<file path="config.mk">
export PLATFORM = sky130hd
export DESIGN_NAME = out_channel_fifo_flat
export DESIGN_NICKNAME = d
export VERILOG_FILES = /design/src/rtl/out_channel_fifo_if.sv /design/src/rtl/out_channel_fifo.sv /design/src/flat_wrapper.sv
export SDC_FILE = /design/constraint.sdc
export NUM_CORES = 2
export LEC_CHECK = 0
export ABC_AREA = 1
export CAP_MARGIN = 20
export CELL_PAD_IN_SITES_DETAIL_PLACEMENT = 1
export CELL_PAD_IN_SITES_GLOBAL_PLACEMENT = 1
export CORE_MARGIN = 2
export CORE_UTILIZATION = 56
export CTS_CLUSTER_SIZE = 12
export DETAILED_ROUTE_END_ITERATION = 6
export GPL_TIMING_DRIVEN = 1
export PLACE_DENSITY = 0.83
export SETUP_SLACK_MARGIN = 0.1
export SYNTH_ARGS = -nofsm -noshare
export SYNTH_HDL_FRONTEND = slang
export SYNTH_SLANG_ARGS = --single-unit
</file>
<file path="constraint.sdc">
create_clock -name clock -period 7.95 [get_ports clock]
set_input_delay 1.59 -clock clock [delete_from_list [all_inputs] [get_ports clock]]
set_output_delay 1.59 -clock clock [all_outputs]
set_load 0.02 [all_outputs]
</file>
<file path="src/rtl/out_channel_fifo_if.sv">
// Handshake bundle between the executor's out instruction, the output channel FIFO
// and its downstream consumer.
interface out_channel_fifo_if #(
   parameter int MemoryElementWidth = 12
);
   logic                          inValid;
   logic [MemoryElementWidth-1:0] inData;
   logic                          inReady;
   logic                          outValid;
   logic [MemoryElementWidth-1:0] outData;
   logic                          outReady;
   logic [11:0]                   count;
   logic [31:0]                   total;
   logic                          overflow;

   // Environment side: producer and consumer of the FIFO.
   modport master (
      output inValid,
      output inData,
      input  inReady,
      input  outValid,
      input  outData,
      output outReady,
      input  count,
      input  total,
      input  overflow
   );

   // FIFO side.
   modport slave (
      input  inValid,
      input  inData,
      output inReady,
      output outValid,
      output outData,
      input  outReady,
      output count,
      output total,
      output overflow
   );
endinterface

</file>
<file path="src/rtl/out_channel_fifo.sv">
// First-word-fall-through output channel FIFO: circular buffer of NOut words with
// occupancy, accepted-word total and a sticky overflow flag for dropped pushes.
module out_channel_fifo #(
   parameter int MemoryElementWidth = 12,
   parameter int NOut               = 200
) (
   input logic               clock,
   input logic               reset,
   input logic               clear,
   out_channel_fifo_if.slave bus
);

   localparam int                 PtrW    = (NOut > 2) ? $clog2(NOut) : 1;
   localparam logic [PtrW-1:0]    LastIdx = PtrW'(NOut - 1);
   localparam logic [11:0]        Depth   = 12'(NOut);

   logic [MemoryElementWidth-1:0] r_mem [NOut];
   logic [PtrW-1:0]               r_wr_ptr;
   logic [PtrW-1:0]               r_rd_ptr;
   logic [11:0]                   r_count;
   logic [31:0]                   r_total;
   logic                          r_overflow;

   logic                          w_in_ready;
   logic                          w_out_valid;
   logic                          w_push;
   logic                          w_pop;
   logic                          w_drop;
   logic [PtrW-1:0]               w_wr_ptr_nxt;
   logic [PtrW-1:0]               w_rd_ptr_nxt;
   logic [11:0]                   w_count_nxt;
   logic [31:0]                   w_total_nxt;
   logic                          w_overflow_nxt;
   logic [MemoryElementWidth-1:0] w_out_data;

   function automatic logic [PtrW-1:0] ptr_inc(input logic [PtrW-1:0] p);
      if (p == LastIdx) begin
         return {PtrW{1'b0}};
      end else begin
         return p + PtrW'(1);
      end
   endfunction

   // Handshake qualification; a pop never frees space for a push in the same cycle.
   always_comb begin
      w_in_ready  = (r_count < Depth);
      w_out_valid = (r_count != 12'd0);
      w_push      = bus.inValid & w_in_ready;
      w_pop       = w_out_valid & bus.outReady;
      w_drop      = bus.inValid & ~w_in_ready;
   end

   // Next-state computation; clear overrides any push or pop.
   always_comb begin
      w_wr_ptr_nxt   = r_wr_ptr;
      w_rd_ptr_nxt   = r_rd_ptr;
      w_count_nxt    = r_count;
      w_total_nxt    = r_total;
      w_overflow_nxt = r_overflow;
      if (clear) begin
         w_wr_ptr_nxt   = {PtrW{1'b0}};
         w_rd_ptr_nxt   = {PtrW{1'b0}};
         w_count_nxt    = 12'd0;
         w_total_nxt    = 32'd0;
         w_overflow_nxt = 1'b0;
      end else begin
         if (w_push) begin
            w_wr_ptr_nxt = ptr_inc(r_wr_ptr);
            w_total_nxt  = r_total + 32'd1;
         end else begin
            w_wr_ptr_nxt = r_wr_ptr;
            w_total_nxt  = r_total;
         end
         if (w_pop) begin
            w_rd_ptr_nxt = ptr_inc(r_rd_ptr);
         end else begin
            w_rd_ptr_nxt = r_rd_ptr;
         end
         case ({w_push, w_pop})
            2'b10:   w_count_nxt = r_count + 12'd1;
            2'b01:   w_count_nxt = r_count - 12'd1;
            default: w_count_nxt = r_count;
         endcase
         if (w_drop) begin
            w_overflow_nxt = 1'b1;
         end else begin
            w_overflow_nxt = r_overflow;
         end
      end
   end

   // Control state register with asynchronous active-low reset.
   always_ff @(posedge clock or negedge reset) begin
      if (!reset) begin
         r_wr_ptr   <= {PtrW{1'b0}};
         r_rd_ptr   <= {PtrW{1'b0}};
         r_count    <= 12'd0;
         r_total    <= 32'd0;
         r_overflow <= 1'b0;
      end else begin
         r_wr_ptr   <= w_wr_ptr_nxt;
         r_rd_ptr   <= w_rd_ptr_nxt;
         r_count    <= w_count_nxt;
         r_total    <= w_total_nxt;
         r_overflow <= w_overflow_nxt;
      end
   end

   // Storage is not reset; stale words are masked by the empty check on the read side.
   always_ff @(posedge clock) begin
      if (w_push && !clear) begin
         r_mem[r_wr_ptr] <= bus.inData;
      end
   end

   // Head word falls through combinationally, forced to zero while empty.
   always_comb begin
      if (w_out_valid) begin
         w_out_data = r_mem[r_rd_ptr];
      end else begin
         w_out_data = {MemoryElementWidth{1'b0}};
      end
   end

   assign bus.inReady  = w_in_ready;
   assign bus.outValid = w_out_valid;
   assign bus.outData  = w_out_data;
   assign bus.count    = r_count;
   assign bus.total    = r_total;
   assign bus.overflow = r_overflow;

endmodule
</file>
<file path="src/flat_wrapper.sv">
// flat-port wrapper written by rule: the top's interface ports become plain ports
module out_channel_fifo_flat 
#(
   parameter int MemoryElementWidth = 12,
   parameter int NOut               = 200
)
  (clock, reset, clear, bus_inValid, bus_inData, bus_inReady, bus_outValid, bus_outData, bus_outReady, bus_count, bus_total, bus_overflow);
  out_channel_fifo_if #(.MemoryElementWidth(MemoryElementWidth)) bus_i ();
  input logic clock;
  input logic reset;
  input logic clear;
  input wire logic [$bits(bus_i.inValid)-1:0] bus_inValid;
  input wire logic [$bits(bus_i.inData)-1:0] bus_inData;
  output wire logic [$bits(bus_i.inReady)-1:0] bus_inReady;
  output wire logic [$bits(bus_i.outValid)-1:0] bus_outValid;
  output wire logic [$bits(bus_i.outData)-1:0] bus_outData;
  input wire logic [$bits(bus_i.outReady)-1:0] bus_outReady;
  output wire logic [$bits(bus_i.count)-1:0] bus_count;
  output wire logic [$bits(bus_i.total)-1:0] bus_total;
  output wire logic [$bits(bus_i.overflow)-1:0] bus_overflow;
  assign bus_i.inValid = bus_inValid;
  assign bus_i.inData = bus_inData;
  assign bus_inReady = bus_i.inReady;
  assign bus_outValid = bus_i.outValid;
  assign bus_outData = bus_i.outData;
  assign bus_i.outReady = bus_outReady;
  assign bus_count = bus_i.count;
  assign bus_total = bus_i.total;
  assign bus_overflow = bus_i.overflow;
  out_channel_fifo #(.MemoryElementWidth(MemoryElementWidth), .NOut(NOut)) u_core (.clock(clock), .reset(reset), .clear(clear), .bus(bus_i));
endmodule
</file>
# Word-level counts from Yosys, hierarchy flattened
# Memory sizes are Yosys's and may differ from the RTL's.
# Cells that the tools add are included.
# classes
n_addsub,5
multipliers,0
n_div,0
n_lt_le_gt_ge,1
eq_ne,4
shift,0
mux,15
bitwise,4
reduce_logical,7
# op_table
operator,n
2-to-1 mux 32 bit,2
2-to-1 mux 8 bit,6
"adder 32 x 1 -> 32 bit, second input constant",1
2-to-1 mux 12 bit,2
one-hot mux 12 bit (2 select lines),1
"adder 8 x 1 -> 8 bit, second input constant",2
"equality test 8 bit, second input constant",2
"adder 12 x 1 -> 12 bit, second input constant",1
"less-than comparator 12 x 8 -> 1 bit, second input constant",1
nonzero test 12 bit,1
"subtractor 12 x 1 -> 12 bit, second input constant",1
nonzero test 2 bit,3
2-to-1 mux 1 bit,4
AND 1 bit,3
nonzero test 3 bit,1
"equality test 2 x 1 -> 1 bit, second input constant",1
"equality test 2 bit, second input constant",1
logical AND 1 bit,1
logical NOT 1 bit,1
inverter 1 bit,1
# word_totals
register_bits,61
latchBits,0
ramBits,2400
rom_bits,0
in_bits,17
output_inout_bits,59
memories,1
# memory_table
name,depth,word_bits,read_ports,rd_ports_with_merged_regs,wr,line,text
u_core.r_mem,200,12,1,0,1,out_channel_fifo.sv:17,logic [MemoryElementWidth-1:0] r_mem [NOut];

# Logic depth before layout (Yosys ltp)
# logic_depth
word_depth,5
mapped_depth,19

# Least setup slack after synthesis
# Ideal clock, no wire load.
# synth_timing
path_type,input -> register
from,input bus_inValid
to,memory u_core.r_mem[63][0] (enable)
setup_ns,0.412
t_arrival_ns,3.149
required_time_ns,7.538
slack_ns,4.389
cell_stages,4
path_buffers,0
cell_sequence,nand3_4 nor2_2 inv_2 nor4_1
# synth_via
elab_chain_len,4
# synth_rtl
item,line,text
from (decl),flat_wrapper.sv:12,input wire logic [$bits(bus_i.inValid)-1:0] bus_inValid;
AND 1 bit,out_channel_fifo.sv:48,w_push = bus.inValid & w_in_ready;
logical AND 1 bit,out_channel_fifo.sv:111,if (w_push && !clear) begin
2-to-1 mux 1 bit,out_channel_fifo.sv:111,
2-to-1 mux 1 bit (not written as such),out_channel_fifo.sv:112,r_mem[r_wr_ptr] <= bus.inData;
to (decl),out_channel_fifo.sv:17,
# Every way passes these cells.

# Final worst setup path
# layout_timing
from,register u_core.r_rd_ptr[0]
to,output bus_outData[8]
# layout_via
elab_chain_len,2
# layout_rtl
item,line,text
from (decl),out_channel_fifo.sv:19,logic [PtrW-1:0] r_rd_ptr;
from (signal assigned),out_channel_fifo.sv:96,r_rd_ptr <= {PtrW{1'b0}};
from (signal assigned),out_channel_fifo.sv:102,r_rd_ptr <= w_rd_ptr_nxt;
memory (200 x 12 bit),n/a,
2-to-1 mux 12 bit,out_channel_fifo.sv:118,if (w_out_valid) begin
to (decl),flat_wrapper.sv:16,output wire logic [$bits(bus_i.outData)-1:0] bus_outData;
# Every way passes these cells.

==> summary.md <==
| Metric | Value |
|---|---|
| WP buf/inv | `3` |
| Failing checks | `DRC` |
| Clk_lat worst skew | `960 ps` |
| Detailed Routing Iterations Pass 1 | `7` |
| Initial antenna violation count | `16` |
| Final core area utilization | `63.1%` |
| Mux cell area share after synthesis | `0%` |
| FP Rows | `154` |
| Via count | `73300` |
| Slew Viols, Final | `0` |
| Top_reg_cell synth | `edfxtp_1` |
| Status | `finished, violations left` |
| TritonCTS clock tree | `done` |
| Ys async rst share | `2.48%` |
| Fin Setup TNS | `0 ps` |
| Leakage | `between 30 and 40 nW` |
| Core Region | `176000 um^2` |
| Layout area overhead | `11.6%` |
| Setup CP Type | `flop to primary output` |
| Measured slew at the worst slew-check pin | `1480 ps` |
| Iter 0 DRT Violations | `11700` |
| Post-synthesis register bit count | `~2500` |
| HPWL Detailed | `between 150000 and 200000 um` |
| Crit path max-delay family | `buffers and inverters` |
| DRC | `9` |
| Final net count | `approximately 8000` |
| Number of global-route vias before repair | `75800` |
| EDFF count, synth | `2400` |
| Crit end category | `primary output` |
| Met2 Routed Length | `165000 um` |
| # fillers | `~17000` |
| XOR/XNOR Fraction of Synth Area | `0.0615%` |
| CTS Root Cell | `clkbuf_16` |
| Slowest library cell on the worst path | `dfrtp_4` |
| IO Port Bufs | `75` |
| First-pass GRT wire length | `approximately 500000 um` |
| Yosys cell types | `56` |
| Largest family of logic cells by synthesized area | `simple AND/OR/NAND/NOR gates` |
| Max Buffers Root-to-Sink | `4` |
| Layout cells sized above 1 | `8.52%` |
| Period Utilization, post-route | `96.9%` |
| Top Metal Used | `met5` |
| Post-Synth Simple-Gate Area | `between 10% and 20%` |
| Postcts setup bufs | `0` |
| Largest net degree at the start of global routing | `around 180` |
| Die height | `around 430 um` |
| Layout Skew | `slightly above 60 ps` |
| Metal1 wirelength | `121000 um` |
| Die Width | `between 400 and 500 um` |
| Cts bufs inserted | `274` |
| Mapped Area | `99700 um^2` |
| DR WL/cell | `32.9 um` |
| Global-route usage over all layers | `37.9%` |
| Fin. Hold Viols | `0` |
| Num Clock Sinks | `2461` |
| Critical path launch point type | `flop` |
| Register area share after synthesis | `between 70% and 80%` |
| Worst EP required | `6360 ps` |
| Drt total wl | `350000 um` |
| Met3 WL post-DR | `39300 um` |
| Initial Util | `56.5%` |
| Pwr Density | `approximately 310 nW/um^2` |
| Peak supply drop | `about 0.00033 V` |
| Critical path's most frequent cell | `nand2_1` |
| Area share of fa/ha/maj cells after synthesis | `less than 1%` |
| Synthesized area per cell | `between 10 and 15 um^2` |
| Setup violators final | `0` |
| Tmin final | `7700 ps` |
| PostCTS Resize Cnt | `0` |
| I/O pins | `76` |
| # H-tree levels | `5` |
| WP data arrival | `6110 ps` |
| Fmax | `130 MHz` |
| Reg clk slew, reported paths | `roughly 70 ps` |
| Die Footprint | `approximately 180000 um^2` |
| RSZ-0062 raised after global routing | `false` |
| Gpl congestion | `0.882` |
| Total congestion overflow | `0` |
| Min-Delay Path Class | `flop to flop` |
| Syn Nets | `about 8000` |
| Post-synthesis compound-gate area fraction | `10.5%` |
| Synth Warn # | `0` |
| Worst-path maximum fanout | `93` |
| Post-route ant nets | `0` |
| CP cell instances | `inv_8, buf_4, o21ai_0, o22ai_1, nand2_1, a21oi_1, nand2_1, nand2_1, nand2_1, nand2_1, nand2_1, nand2_1, nand2_1, nor2_1, clkdlybuf4s50_1` |
| Hold_buf cts | `0` |
| Via density | `6.89` |
| CP max stage delay | `750 ps` |
| Max cap viols | `0` |
| Cell count after synthesis | `about 8000` |
| Rel. slew slack | `1.15%` |
-- area by class of cell --
| type | instances | area, um^2 | share of cell area [%] |
|---|---|---|---|
| Clock inverter | 59 | 344 | 0.309 |
| Sequential cell | 2461 | 73600 | 66.1 |
| Inverter | 103 | 414 | 0.372 |
| Antenna cell | 21 | 52.6 | 0.0472 |
| Timing Repair Buffer | 388 | 3680 | 3.30 |
| Clock buffer | 365 | 7420 | 6.67 |
| Tap cell | 2340 | 2930 | 2.63 |
| Multi-Input combinational cell | 4902 | 22800 | 20.5 |
-- where the power goes --
group / internal (mW) / total [mW] / switching, mW / leakage, nW
registers: 14.3 / 14.4 / 0.126 / 22.4
clock network: 6.58 / 11.7 / 5.10 / 3.77
logic: 2.14 / 8.96 / 6.82 / 11.0
-- worst register-to-register path, cell delays in order (launching register included) --
cell,delay (ps)
dfrtp_1,470
nor2_2,200
nand2_1,90
nand2_2,110
nand3_4,350
nor2_2,330
inv_2,210
nor3_2,350
nand2_1,690
nor2_1,940
buf_6,250
-- through the flow --
| stage | setup slack (ps) | area (um^2) | power, mW | hold WS (ps) | instances |
|---|---|---|---|---|---|
| floorplan | 4390 | 99700 | 20.0 | 525 | 8012 |
| global placement | 1850 | 102000 | 22.5 | 486 | 10100 |
| detailed placement | 1790 | 103000 | 23.0 | 502 | 10200 |
| CTS | 685 | 111000 | 34.7 | 536 | 10600 |
| global route | 310 | 111000 | 35.9 | 556 | 10600 |
| finish | 250 | 111000 | 35.1 | 535 | 10600 |
-- Yosys cell counts, types with 13 or more instances --
master    number  share of area, %
edfxtp_1    2400                72
nor2_1      1464               5.5
nand2_1     1098               4.1
o21ai_0     1034               5.2
nand3_1      311               1.6
o22ai_1      264               1.7
a21oi_1      246               1.2
buf_2        230               1.2
clkbuf_1     183              0.69
o211ai_1     142               1.1
inv_1         92              0.35
o221ai_1      88              0.77
nor3_1        73              0.37
buf_4         65              0.49
dfrtp_1       61               1.5
buf_6         42              0.47
a211oi_1      27              0.20
o21ai_1       26              0.13
buf_1         22             0.083
nand4_1       20              0.13
nor2_2        13             0.082
-- metal layers --
metal  up-vias  GRT usage, %
met5         -             0
met1     36800          47.3
met4        14          24.4
met2      5724          59.9
met3      1409          8.81
li1      29300             -
-- layout by cell type (no fill, tap or decap), types with 5 or more instances in the layout --
master,n
a21oi_1,246
inv_2,5
a211oi_1,27
clkinv_2,13
buf_4,230
inv_1,91
nor3_1,73
nand3_1,308
diode_2,21
nand4_1,20
nand2_1,1094
inv_6,5
o21ai_0,1034
a41oi_1,8
dfrtp_1,55
o22ai_1,264
buf_12,23
nand2_2,10
clkbuf_16,283
nor2_2,15
clkdlybuf4s50_1,62
o21ai_1,26
clkbuf_1,79
nor2_1,1461
or2_2,9
clkbuf_8,11
ha_1,9
o221ai_1,88
or2_0,6
buf_6,62
o211ai_1,142
xor2_1,6
edfxtp_1,2400
clkinv_1,40
-- path summary, 6_finish.rpt --
path / depth (start not counted) / to / startpoint / slack (ps)
hold reg to reg: 1 / u_core.bus.total[28]$_DFFE_PN0P_ / u_core.bus.total[28]$_DFFE_PN0P_ / 540
hold / removal: 1 / u_core.bus.total[28]$_DFFE_PN0P_ / u_core.bus.total[28]$_DFFE_PN0P_ / 540
setup reg to reg: 10 / u_core.r_mem[31][6]$_DFFE_PP_ / u_core.bus.count[4]$_DFFE_PN0P_ / 3670
max in group asynchronous: 2 / u_core.r_rd_ptr[1]$_DFFE_PN0P_ / reset / 6300
setup / recovery: 15 / bus_outData[8] / u_core.r_rd_ptr[0]$_DFFE_PN0P_ / 250
min in group asynchronous: 2 / u_core.bus.count[3]$_DFFE_PN0P_ / reset / 870
-- registers in the layout, indices dropped and copies added, names as in the netlist --
name                 cells
u_core.bus.total        32
u_core.bus.count        12
u_core.bus.overflow      1
u_core.r_wr_ptr          8
u_core.r_rd_ptr          8
u_core.r_mem          2400
-- cells by family (layout without fill, tap and decap cells) --
family | count (synthesis) | count (layout)
adders and majority gates | 9 | 9
other | 0 | 21
AOI/OAI and AO/OA | 1858 | 1858
DFF | 2461 | 2461
buffers and inverters | 649 | 915
xor gates and xnor gates | 7 | 7
and+or+nand+nor | 3028 | 3028
(Power assumes the default switching activity.)
